<file path="src/rtl/delaychain_tester_if.sv">
// rtl/delaychain_tester_if.sv - chain-side signals between the tester and the delay chain under test
interface delaychain_tester_if;
    logic chain_din;
    logic chain_test;
    logic chain_dout;

    modport master (
        output chain_din,
        output chain_test,
        input  chain_dout
    );

    modport slave (
        input  chain_din,
        input  chain_test,
        output chain_dout
    );
endinterface

</file>
<file path="src/rtl/delaychain_tester.sv">
// rtl/delaychain_tester.sv - pattern generator and response checker wrapped around one delay chain
module delaychain_tester #(
    parameter int N_CYCLES = 256,
    parameter int LAT      = 2,
    parameter int CNT_W    = 8
) (
    input  logic                  clk,
    input  logic                  rst_n,
    input  logic                  start,
    input  logic [1:0]            mode,
    input  logic                  test_sel,
    delaychain_tester_if.master   chain,
    output logic                  busy,
    output logic                  done,
    output logic                  pass,
    output logic [CNT_W-1:0]      err_count,
    output logic [15:0]           first_err_idx
);

    typedef enum logic [1:0] {
        S_IDLE  = 2'd0,
        S_RUN   = 2'd1,
        S_DRAIN = 2'd2,
        S_DONE  = 2'd3
    } state_t;

    localparam logic [15:0]      N_END    = 16'(N_CYCLES);
    localparam logic [15:0]      LAST_IDX = 16'(N_CYCLES - 1);
    localparam logic [15:0]      NO_ERR   = 16'hFFFF;
    localparam logic [CNT_W-1:0] ERR_MAX  = {CNT_W{1'b1}};
    localparam logic [7:0]       SEED     = 8'h01;

    function automatic logic pat_bit(input logic [1:0] m, input logic i0, input logic [7:0] l);
        case (m)
            2'b00:   return 1'b0;
            2'b01:   return i0;
            2'b10:   return l[7];
            default: return 1'b1;
        endcase
    endfunction

    function automatic logic [7:0] lfsr_step(input logic [7:0] l);
        return {l[6:0], l[7] ^ l[5] ^ l[4] ^ l[3]};
    endfunction

    state_t           state_q;
    logic [1:0]       mode_q;
    logic [15:0]      idx_q;
    logic [7:0]       lfsr_q;
    logic             din_q;
    logic             test_q;
    logic             busy_q;
    logic             done_q;
    logic             pass_q;
    logic [CNT_W-1:0] err_q;
    logic [15:0]      first_q;

    // Expected-value pipeline: stage 0 is loaded alongside chain_din, stage LAT is compared.
    logic [LAT:0]     pv_q;
    logic [LAT:0]     pb_q;
    logic [15:0]      pi_q [0:LAT];

    logic             start_bit;
    logic             run_bit;
    logic             cmp_valid;
    logic             mismatch;
    logic             last_cmp;
    logic [CNT_W-1:0] err_d;
    logic [15:0]      first_d;

    always_comb begin
        start_bit = pat_bit(mode, 1'b0, SEED);
        run_bit   = pat_bit(mode_q, idx_q[0], lfsr_q);
        cmp_valid = pv_q[LAT] && (state_q == S_RUN || state_q == S_DRAIN);
        mismatch  = cmp_valid && (pb_q[LAT] != chain.chain_dout);
        last_cmp  = pv_q[LAT] && (pi_q[LAT] == LAST_IDX);
        err_d     = err_q;
        first_d   = first_q;
        if (mismatch) begin
            if (err_q != ERR_MAX) begin
                err_d = err_q + CNT_W'(1);
            end
            if (first_q == NO_ERR) begin
                first_d = pi_q[LAT];
            end
        end
    end

    always_ff @(posedge clk or negedge rst_n) begin
        if (!rst_n) begin
            state_q <= S_IDLE;
            mode_q  <= 2'b00;
            idx_q   <= '0;
            lfsr_q  <= '0;
            din_q   <= 1'b0;
            test_q  <= 1'b0;
            busy_q  <= 1'b0;
            done_q  <= 1'b0;
            pass_q  <= 1'b0;
            err_q   <= '0;
            first_q <= NO_ERR;
            pv_q    <= '0;
            pb_q    <= '0;
            for (int j = 0; j <= LAT; j++) begin
                pi_q[j] <= '0;
            end
        end else begin
            for (int j = LAT; j >= 1; j--) begin
                pv_q[j] <= pv_q[j-1];
                pb_q[j] <= pb_q[j-1];
                pi_q[j] <= pi_q[j-1];
            end
            pv_q[0] <= 1'b0;
            pb_q[0] <= 1'b0;
            pi_q[0] <= '0;

            case (state_q)
                S_IDLE, S_DONE: begin
                    if (start) begin
                        state_q <= S_RUN;
                        mode_q  <= mode;
                        test_q  <= test_sel;
                        idx_q   <= 16'd1;
                        lfsr_q  <= lfsr_step(SEED);
                        din_q   <= start_bit;
                        pv_q[0] <= 1'b1;
                        pb_q[0] <= start_bit;
                        pi_q[0] <= '0;
                        err_q   <= '0;
                        first_q <= NO_ERR;
                        busy_q  <= 1'b1;
                        done_q  <= 1'b0;
                        pass_q  <= 1'b0;
                    end
                end

                S_RUN: begin
                    err_q   <= err_d;
                    first_q <= first_d;
                    if (idx_q == N_END) begin
                        state_q <= S_DRAIN;
                        din_q   <= 1'b0;
                    end else begin
                        din_q   <= run_bit;
                        pv_q[0] <= 1'b1;
                        pb_q[0] <= run_bit;
                        pi_q[0] <= idx_q;
                        idx_q   <= idx_q + 16'd1;
                        lfsr_q  <= lfsr_step(lfsr_q);
                    end
                end

                S_DRAIN: begin
                    err_q   <= err_d;
                    first_q <= first_d;
                    if (last_cmp) begin
                        state_q <= S_DONE;
                        busy_q  <= 1'b0;
                        done_q  <= 1'b1;
                        pass_q  <= (err_d == '0);
                    end
                end

                default: state_q <= S_IDLE;
            endcase
        end
    end

    assign chain.chain_din  = din_q;
    assign chain.chain_test = test_q;
    assign busy             = busy_q;
    assign done             = done_q;
    assign pass             = pass_q;
    assign err_count        = err_q;
    assign first_err_idx    = first_q;

endmodule

</file>
<file path="src/flat_wrapper.sv">
// flat-port wrapper written by rule: the top's interface ports become plain ports
module delaychain_tester_flat 
#(
    parameter int N_CYCLES = 256,
    parameter int LAT      = 2,
    parameter int CNT_W    = 8
)
  (clk, rst_n, start, mode, test_sel, busy, done, pass, err_count, first_err_idx, chain_chain_din, chain_chain_test, chain_chain_dout);
  delaychain_tester_if chain_i ();
  input  logic clk;
  input  logic rst_n;
  input  logic start;
  input  logic [1:0] mode;
  input  logic test_sel;
  output logic busy;
  output logic done;
  output logic pass;
  output logic [CNT_W-1:0] err_count;
  output logic [15:0] first_err_idx;
  output wire logic [$bits(chain_i.chain_din)-1:0] chain_chain_din;
  output wire logic [$bits(chain_i.chain_test)-1:0] chain_chain_test;
  input wire logic [$bits(chain_i.chain_dout)-1:0] chain_chain_dout;
  assign chain_chain_din = chain_i.chain_din;
  assign chain_chain_test = chain_i.chain_test;
  assign chain_i.chain_dout = chain_chain_dout;
  delaychain_tester #(.N_CYCLES(N_CYCLES), .LAT(LAT), .CNT_W(CNT_W)) u_core (.clk(clk), .rst_n(rst_n), .start(start), .mode(mode), .test_sel(test_sel), .chain(chain_i), .busy(busy), .done(done), .pass(pass), .err_count(err_count), .first_err_idx(first_err_idx));
endmodule
</file>
<file path="config.mk">
export PLATFORM = sky130hd
export DESIGN_NAME = delaychain_tester_flat
export DESIGN_NICKNAME = d
export VERILOG_FILES = /design/src/rtl/delaychain_tester_if.sv /design/src/rtl/delaychain_tester.sv /design/src/flat_wrapper.sv
export SDC_FILE = /design/constraint.sdc
export NUM_CORES = 1
export LEC_CHECK = 0
export BUFFER_PORTS_ARGS = -buffer_cell sky130_fd_sc_hd__clkbuf_2
export CORE_ASPECT_RATIO = 1.1
export CORE_MARGIN = 2
export CORE_UTILIZATION = 56
export CTS_BUF_LIST = sky130_fd_sc_hd__clkbuf_4
export CTS_CLUSTER_DIAMETER = 30
export DETAILED_ROUTE_END_ITERATION = 8
export PLACE_DENSITY = 0.82
export SYNTH_ARGS = -nofsm -noshare
export SYNTH_HDL_FRONTEND = slang
export SYNTH_SLANG_ARGS = --single-unit
</file>
<file path="constraint.sdc">
create_clock -name clk -period 2.3 [get_ports clk]
set_clock_uncertainty 0.05 [all_clocks]
set_input_delay 0.23 -clock clk [delete_from_list [all_inputs] [get_ports clk]]
set_output_delay 0.23 -clock clk [all_outputs]
set_load 0.02 [all_outputs]
</file>
======== Yosys cells after proc, flatten, opt, wreduce, memory -nomap -nowiden ========
Cells that the tools add are included.
word-level totals
  flip-flop bits (word level) ............. 111
  input bits .............................. 7
  output and inout bits ................... 29
  logic and storage cells ................. 96
cells by class
  add/sub/neg operators ................... 2
  equal/unequal tests ..................... 18
  muxes and demuxes ....................... 38
  bitwise gates (word level) .............. 3
  reductions and logical operators ........ 19
operator list
  cell                                                                     number
  16-bit 2-to-1 mux                                                        7
  16-bit one-hot mux with 2 select lines                                   2
  8-bit 2-to-1 mux                                                         5
  8-bit one-hot mux with 2 select lines                                    2
  16-bit by 1-bit adder with 16-bit output, second input constant          1
  16-bit equality test, second input constant                              1
  16-bit by 8-bit equality test with 1-bit output, second input constant   1
  16-bit by 9-bit equality test with 1-bit output, second input constant   1
  1-bit one-hot mux with 2 select lines                                    6
  3-bit AND reduction                                                      4
  1-bit 2-to-1 mux                                                         11
  8-bit by 1-bit adder with 8-bit output, second input constant            1
  2-bit equality test, second input constant                               4
  8-bit zero test                                                          1
  8-bit inequality test, second input constant                             1
  2-bit by 1-bit equality test with 1-bit output, second input constant    3
  2-bit zero test                                                          3
  2-bit 2-to-1 mux                                                         3
  2-bit by 1-bit inequality test with 1-bit output, second input constant  3
  2-bit inequality test, second input constant                             3
  2-bit one-hot mux with 3 select lines                                    1
  2-bit AND reduction                                                      2
  2-bit nonzero test                                                       2
  2-bit OR reduction                                                       2
  other kinds (6)                                                          10

======== Depth between registers and ports, before layout ========
Gate-level depths: netlist of run 1.
  word-level depth ........................ 8
  gate-level depth with buffers ........... 10
  depth with buffers taken out ............ 7

======== Least setup slack after synthesis of run 1 ========
OpenSTA, ideal clock, no wires.
  path kind ............................... reg-to-reg
  start ................................... register u_core.state_q[0]
  end ..................................... register u_core.first_q[0] (netlist: u_core.first_err_idx[0])
  data arrival time ....................... 2.133 ns
  setup slack ............................. 0.038 ns
  cell stages (with the launch flop) ...... 10
  buffers on the path ..................... 2
  cells stage by stage .................... dfrtp_1 > inv_1 > ha_1 > nand2b_4 > nor2_2 > nand4_1 > or4_1 > clkbuf_1 > buf_2 > o22a_1
between the ends
  word-level cells in the longest chain between the ends .. 6
  elaborated cells on any way between the ends .. 14
ends and longest elaborated chain
  what                                                                                   line                                               source
  start, declared                                                                        delaychain_tester.sv:46                            state_t state_q;
  start signal, assigned                                                                 delaychain_tester.sv:91                            state_q <= S_IDLE;
  start signal, assigned                                                                 delaychain_tester.sv:120                           state_q <= S_RUN;
  start signal, assigned                                                                 delaychain_tester.sv:141                           state_q <= S_DRAIN;
  2-bit by 1-bit equality test with 1-bit output or 2-bit equality test (tied branches)  delaychain_tester.sv:74, delaychain_tester.sv:117
  1-bit logical OR                                                                       delaychain_tester.sv:74                            cmp_valid = pv_q[LAT] && (state_q == S_RUN || state_q == S_DRAIN);
  1-bit logical AND                                                                      delaychain_tester.sv:74
  1-bit logical AND                                                                      delaychain_tester.sv:75                            mismatch = cmp_valid && (pb_q[LAT] != chain.chain_dout);
  2-bit by 1-bit inequality test with 1-bit output (no source line)                      --
  3-bit AND reduction (no source line)                                                   --
  end signal, assigned                                                                   delaychain_tester.sv:139                           first_q <= first_d;
  end signal, assigned                                                                   delaychain_tester.sv:155                           first_q <= first_d;
  end, declared                                                                          delaychain_tester.sv:56                            logic [15:0] first_q;
Several ways; a longest one is shown, not always the timed one.
A chain may end at the register's enable or synchronous reset.

======== Worst setup path in the final report of run 1 ========
  start ................................... register u_core.state_q[0]
  end ..................................... register u_core.first_q[9] (netlist: u_core.first_err_idx[9])
Same word-level chain as after synthesis.

==> flow_metrics.tcl, run 1 <==
set metrics [dict create \
    status "finished, final reports clean" \
    die-area_um2 8717 \
    place_ws_ns -0.04232 \
    internal-power_mw 2.730 \
    die_height_um 97.72 \
    nFillCells 598 \
    num_rows 34 \
    post-route-min-period_ns 2.229 \
    cpMostUsedCell "buf_4" \
    grt_pass1_wl_mm 14.56 \
    yosys_warnings 0 \
    overflow 0 \
    fmax_mhz 448.6 \
    worstSkewPairLatency_ns 0.47 \
    swShare_pct 29.97 \
    yosys.area.top_type "dfrtp_1" \
    diodes 0 \
    synth_top_area_share_pct 53.16 \
    leakage_nw 2.297 \
    holdPathStages 2 \
    vias_per_cell 5.756 \
    critPathLaunchType "flop" \
    grtUsageTotal_pct 21.50 \
    drv_slew 0 \
    clock_sinks 111 \
    drt-wirelength-per-cell_um 16.32 \
    io_buffers 35 \
    gp_congestion 0.9183 \
    die_w_um 89.20 \
    initial_core_util_pct 57.13 \
    final_cell_mix "dfrtp_1, nand2_1, clkbuf_2" \
    tightest_slew_ns 0.7153 \
    antenna_found_initial 0 \
    worst_slack_ns 0.07095 \
    drc 0 \
    holdCritStartpoint "start" \
    hold_class "input pin to flop" \
    ys_top_cells_by_area "dfrtp_1, dfstp_2, nand2_1, o22a_1, and2_1" \
    seq_power_share_pct 55.7 \
    clock_power_share_pct 29.0 \
    syn_inst 380 \
    whs_ns 0.04044 \
    synth_edf_count 0 \
    layout_commonest_cell "dfrtp_1" \
    clk_pin_slew_ns 0.17 \
    path_buf_inv 3 \
    irDropWorstVdd_mv 0.3571 \
    maxSlewHeadroom_pct 51.97 \
    drive_above_1_share_pct 24.20 \
    r2r_slack_ns 0.07 \
    cts_inserted_buffers 9 \
    ioPinCount 36 \
    core_um2 7828 \
    nets 446 \
    synth.distinct_cells 48 \
    ant_nets 0 \
    arrival_ns 2.59 \
    combPwrFrac_pct 15.3 \
    r2r_start "u_core.state_q[0]" \
    cts_buffer_depth 2 \
    ys_seq_area_share_pct 62.56 \
    critPathKind "flop to flop" \
    synthesis.area_um2 4472 \
    first_global_vias 3083 \
    synth.net_count 393 \
    regToRegEndpoint "u_core.first_err_idx[9]" \
    wl_mm 8.911 \
    setup_viol 0 \
    fin_util_pct 65.90 \
    crit_chain "inv_1, ha_4, nand2b_4, buf_4, nor2_2, nand4_1, or4_1, buf_4, o22a_1" \
    p_per_area_nw_per_um2 755.8 \
    fin_crit_sh_pct 96.92 \
    ys.flop_type "dfrtp_1" \
    synth_seq_cells 111 \
    cp_data_required_time_ns 2.66 \
    synthArstFlopShare_pct 100.0 \
    cap_viol_max_count 0 \
    finalHoldViolCount 0 \
    avgSynthCellArea_um2 11.77 \
    root_buffer "clkbuf_4" \
    cts_tree "yes" \
    num_vias 3143 \
    p_sw_mw 1.169 \
    crit_fanout 16 \
    htree_levels 3 \
    path_delay_family "simple AND/OR/NAND/NOR gates" \
    crit_path_top_delay_cell "dfrtp_1" \
    end_kind "flop" \
    area_delta_synth_final_pct 15.36 \
    hpwl_mm 6.023 \
    holdPathEnd "u_core.err_count[6]" \
    grt_max_degree 50 \
    max_stage_delay_ns 0.41 \
    r2r_cells 9 \
    drt_iter0_drc 111 \
    firstDrtPassIters 4 \
]
-- area by class of cell --
class                   count  area, um^2  area share [%]
inverters                  11       41.29          0.8004
clock inverters             7       112.6           2.183
clock buffers               9       67.56           1.310
well taps                 108       135.1           2.619
multi-input cells         240        1615           31.31
repair buffers             60       387.9           7.519
flip-flops and latches    111        2799           54.26
-- routing by layer --
metal / global-route usage, % / vias to the layer above / routed length, um
li1: - / 1472 / -
met1: 28.15 / 1575 / 3741
met2: 34.76 / 76 / 4663
met3: 3.483 / 20 / 298
met4: 10.10 / 0 / 208
met5: 0 / - / 0
-- worst max-delay path by stage --
stage,startpoint,to,slack [ns],cells after the start
2_1_floorplan,u_core.state_q[0],u_core.first_err_idx[0],0.04,9
3_3_place_gp,u_core.state_q[0],u_core.pass,0.03,8
3_5_place_dp,u_core.state_q[0],u_core.idx_q[5],-0.04,9
4_1_cts,u_core.state_q[0],u_core.pass,-0.005,8
5_1_grt,u_core.state_q[0],u_core.idx_q[4],-0.005,8
6_report,u_core.state_q[0],u_core.first_err_idx[9],0.07,9
-- kinds of logic after synthesis --
| kind of cell | synth area share (%) |
|---|---|
| fa+ha+maj | 1.679 |
| mux | 2.098 |
| buf+inv | 2.910 |
| flops | 62.56 |
| xor+xnor | 1.959 |
| simple gates | 16.17 |
| compound gates | 12.62 |
-- through the flow --
step           area [um^2]  total power [mW]  setup TNS (ns)  instances
2_1_floorplan         4472             2.532               0        380
3_3_place_gp          4851             2.720               0        524
3_5_place_dp          4851             2.735        -0.04329        524
4_1_cts               5097             3.886       -0.004813        545
5_1_grt               5159             4.077       -0.008075        546
6_report              5159             3.899               0        546
-- power by group through the flow --
stage	Sequential, mW	Combinational, mW	Clock [mW]
2_1_floorplan	2.22	0.307	0
3_3_place_gp	2.19	0.527	0
3_5_place_dp	2.19	0.540	0
4_1_cts	2.16	0.563	1.16
5_1_grt	2.19	0.655	1.23
6_report	2.17	0.595	1.13
-- sequential cells by signal, indices dropped and copies added, names as in the netlist, 2 cells and up --
register              flops
u_core.pb_q               3
u_core.lfsr_q             8
u_core.idx_q             16
u_core.first_err_idx     16
u_core.state_q            2
u_core.pi_q              48
u_core.pv_q               3
u_core.mode_q             2
u_core.err_count          8
-- cells in the mapped netlist (2+ instances only) --
master	count
o22ai_1	5
mux2_2	3
nor2_1	13
o21ai_0	13
buf_2	5
xnor2_1	10
a2111oi_0	3
o22a_1	16
nand2_1	44
nand3_1	10
buf_6	2
clkbuf_1	10
nand2b_1	4
nor3_1	4
nor2b_1	2
o211ai_1	2
and3_1	3
nor4_1	5
and4_1	4
dfrtp_1	95
dfstp_2	16
inv_1	10
o31ai_1	11
nand4_1	9
nand3b_1	2
or4_1	11
a211oi_1	4
mux2i_1	6
ha_1	6
a21oi_1	18
and2_1	15
nor4b_1	3
-- what timing repair did --
action	4_1_cts	5_1_grt
endpoints found under the hold margin	41	0
hold buffers	4	0
setup endpoints to repair	4	20
gates resized for setup	4	11
pin swaps	1	0
setup buffers	1	1
cloned	0	0
Note: power is estimated with default switching activity, not from simulation.
==> run 2, diff against run 1 <==
--- a/config.mk
+++ b/config.mk
@@ -9,7 +9,7 @@
 export CORE_ASPECT_RATIO = 1.1
 export CORE_MARGIN = 2
 export CORE_UTILIZATION = 56
-export CTS_BUF_LIST = sky130_fd_sc_hd__clkbuf_4
+export CTS_BUF_LIST = sky130_fd_sc_hd__clkbuf_8
 export CTS_CLUSTER_DIAMETER = 30
 export DETAILED_ROUTE_END_ITERATION = 8
 export PLACE_DENSITY = 0.82
==> run 2 against run 1 <==
Effect of this change: register-to-register slack got worse by 0.04 ns; sequential power barely moved; fmax fell by 1.9%; non-clock buffer count fell by 1.
==> flow_metrics.tcl, run 2 (synthesized netlist as in run 1, its figures left out) <==
set metrics [dict create \
    initial_core_util_pct 57.13 \
    end_kind "flop" \
    root_buffer "clkbuf_8" \
    nFillCells 579 \
    worstSkewPairLatency_ns 0.37 \
    nets 446 \
    regToRegEndpoint "u_core.first_err_idx[9]" \
    drv_slew 0 \
    drt_iter0_drc 144 \
    holdPathEnd "u_core.mode_q[1]" \
    setup_viol 0 \
    hold_class "input pin to flop" \
    critPathKind "flop to flop" \
    cts_tree "yes" \
    cp_data_required_time_ns 2.55 \
    total_power_mw 4.067 \
    holdCritStartpoint "mode[1]" \
    seq_area_um2 2798 \
    grt_max_degree 50 \
    wl_mm 9.188 \
    drc 0 \
    multi_input_area_um2 1649 \
    fin_crit_sh_pct 98.76 \
    whs_ns 0.02734 \
    status "finished, final reports clean" \
    p_per_area_nw_per_um2 776.3 \
    num_vias 3178 \
    post-route-min-period_ns 2.271 \
    r2r_slack_ns 0.03 \
    r2r_cells 9 \
    holdPathStages 3 \
    final_cell_mix "dfrtp_1, nand2_1, clkbuf_2" \
    critPathLaunchType "flop" \
    grtUsageTotal_pct 21.42 \
    htree_levels 3 \
    die-area_um2 8717 \
    clock_sinks 111 \
    ant_nets 0 \
    tightest_slew_ns 0.8427 \
    die_w_um 89.20 \
    die_height_um 97.72 \
    crit_fanout 16 \
    num_rows 34 \
    arrival_ns 2.52 \
    vias_per_cell 5.821 \
    cts_inserted_buffers 9 \
    layout_commonest_cell "dfrtp_1" \
    core_um2 7828 \
    diodes 0 \
    irDropWorstVdd_mv 0.3992 \
    leakage_nw 2.330 \
    hpwl_mm 6.023 \
    cts_buffer_depth 2 \
    first_global_vias 3067 \
    drive_above_1_share_pct 24.89 \
    r2r_start "u_core.state_q[0]" \
    area_delta_synth_final_pct 17.15 \
    regMostFlops "u_core.pi_q" \
    antenna_found_initial 0 \
    maxSlewHeadroom_pct 43.41 \
    overflow 0 \
    drt-wirelength-per-cell_um 16.83 \
    largest_reg_flops 48 \
    firstDrtPassIters 4 \
    ioPinCount 36 \
    io_buffers 35 \
    clk_pin_slew_ns 0.10 \
    fmax_mhz 440.3 \
    startpoint "u_core.state_q[0]" \
    finalHoldViolCount 0 \
    cap_viol_max_count 0 \
    grt_pass1_wl_mm 14.56 \
    tns_ns 0 \
    gp_congestion 0.9183 \
]
==> run 2: report_power, final <==
group / internal [mW] / switching, mW
logic: 0.223 / 0.356
clock network: 0.638 / 0.684
registers: 2.02 / 0.143
==> run 2: layout make-up <==
class                           count  area share (%)
Clock buffer                        9           2.364
Timing Repair Buffer               59           7.237
Clock inverter                      7           2.150
Multi-Input combinational cell    241           31.48
Tap cell                          108           2.579
Inverter                           11          0.7882
Sequential cell                   111           53.40
==> run 2: what timing repair did <==
item / in CTS / in global routing
buffers inserted: 0 / 3
cloned: 0 / 1
hold endpoints to repair: 24 / 0
setup endpoints to repair: 3 / 29
resized for setup: 7 / 13
pin swaps: 1 / 0
hold buffers: 2 / 0
==> run 2: how the worst max path moves through the flow <==
stage	end	depth (start not counted)
6_report	u_core.first_err_idx[9]	9
5_1_grt	u_core.first_err_idx[15]	9
4_1_cts	u_core.pass	8
3_5_place_dp	u_core.idx_q[5]	9
3_3_place_gp	u_core.pass	8
2_1_floorplan	u_core.first_err_idx[0]	9
==> run 2: per-stage QoR <==
stage                     std cells  util (%)  setup slack [ns]  area (um^2)
after floorplan                 380         -           0.03793         4472
after global placement          524     61.97           0.03496         4851
after detailed placement        524     61.97          -0.04232         4851
after CTS                       542     65.63          -0.03005         5137
after global routing            546     66.93          -0.03030         5239
final                           546     66.93           0.02857         5239
==> run 2: worst max-delay path: stages (launching register included) <==
cell	delay [ns]
dfrtp_1	0.42
inv_1	0.13
ha_4	0.23
nand2b_4	0.14
buf_4	0.16
nor2_2	0.14
nand4_1	0.11
or4_1	0.42
buf_6	0.18
o22a_1	0.21
==> run 2: routing by layer <==
metal / up-vias / GRT usage [%] / routed length, um
met5: - / 0 / 0
met4: 0 / 9.414 / 288
met3: 30 / 4.843 / 366
met2: 96 / 34.07 / 4748
met1: 1583 / 28.01 / 3785
li1: 1469 / - / -
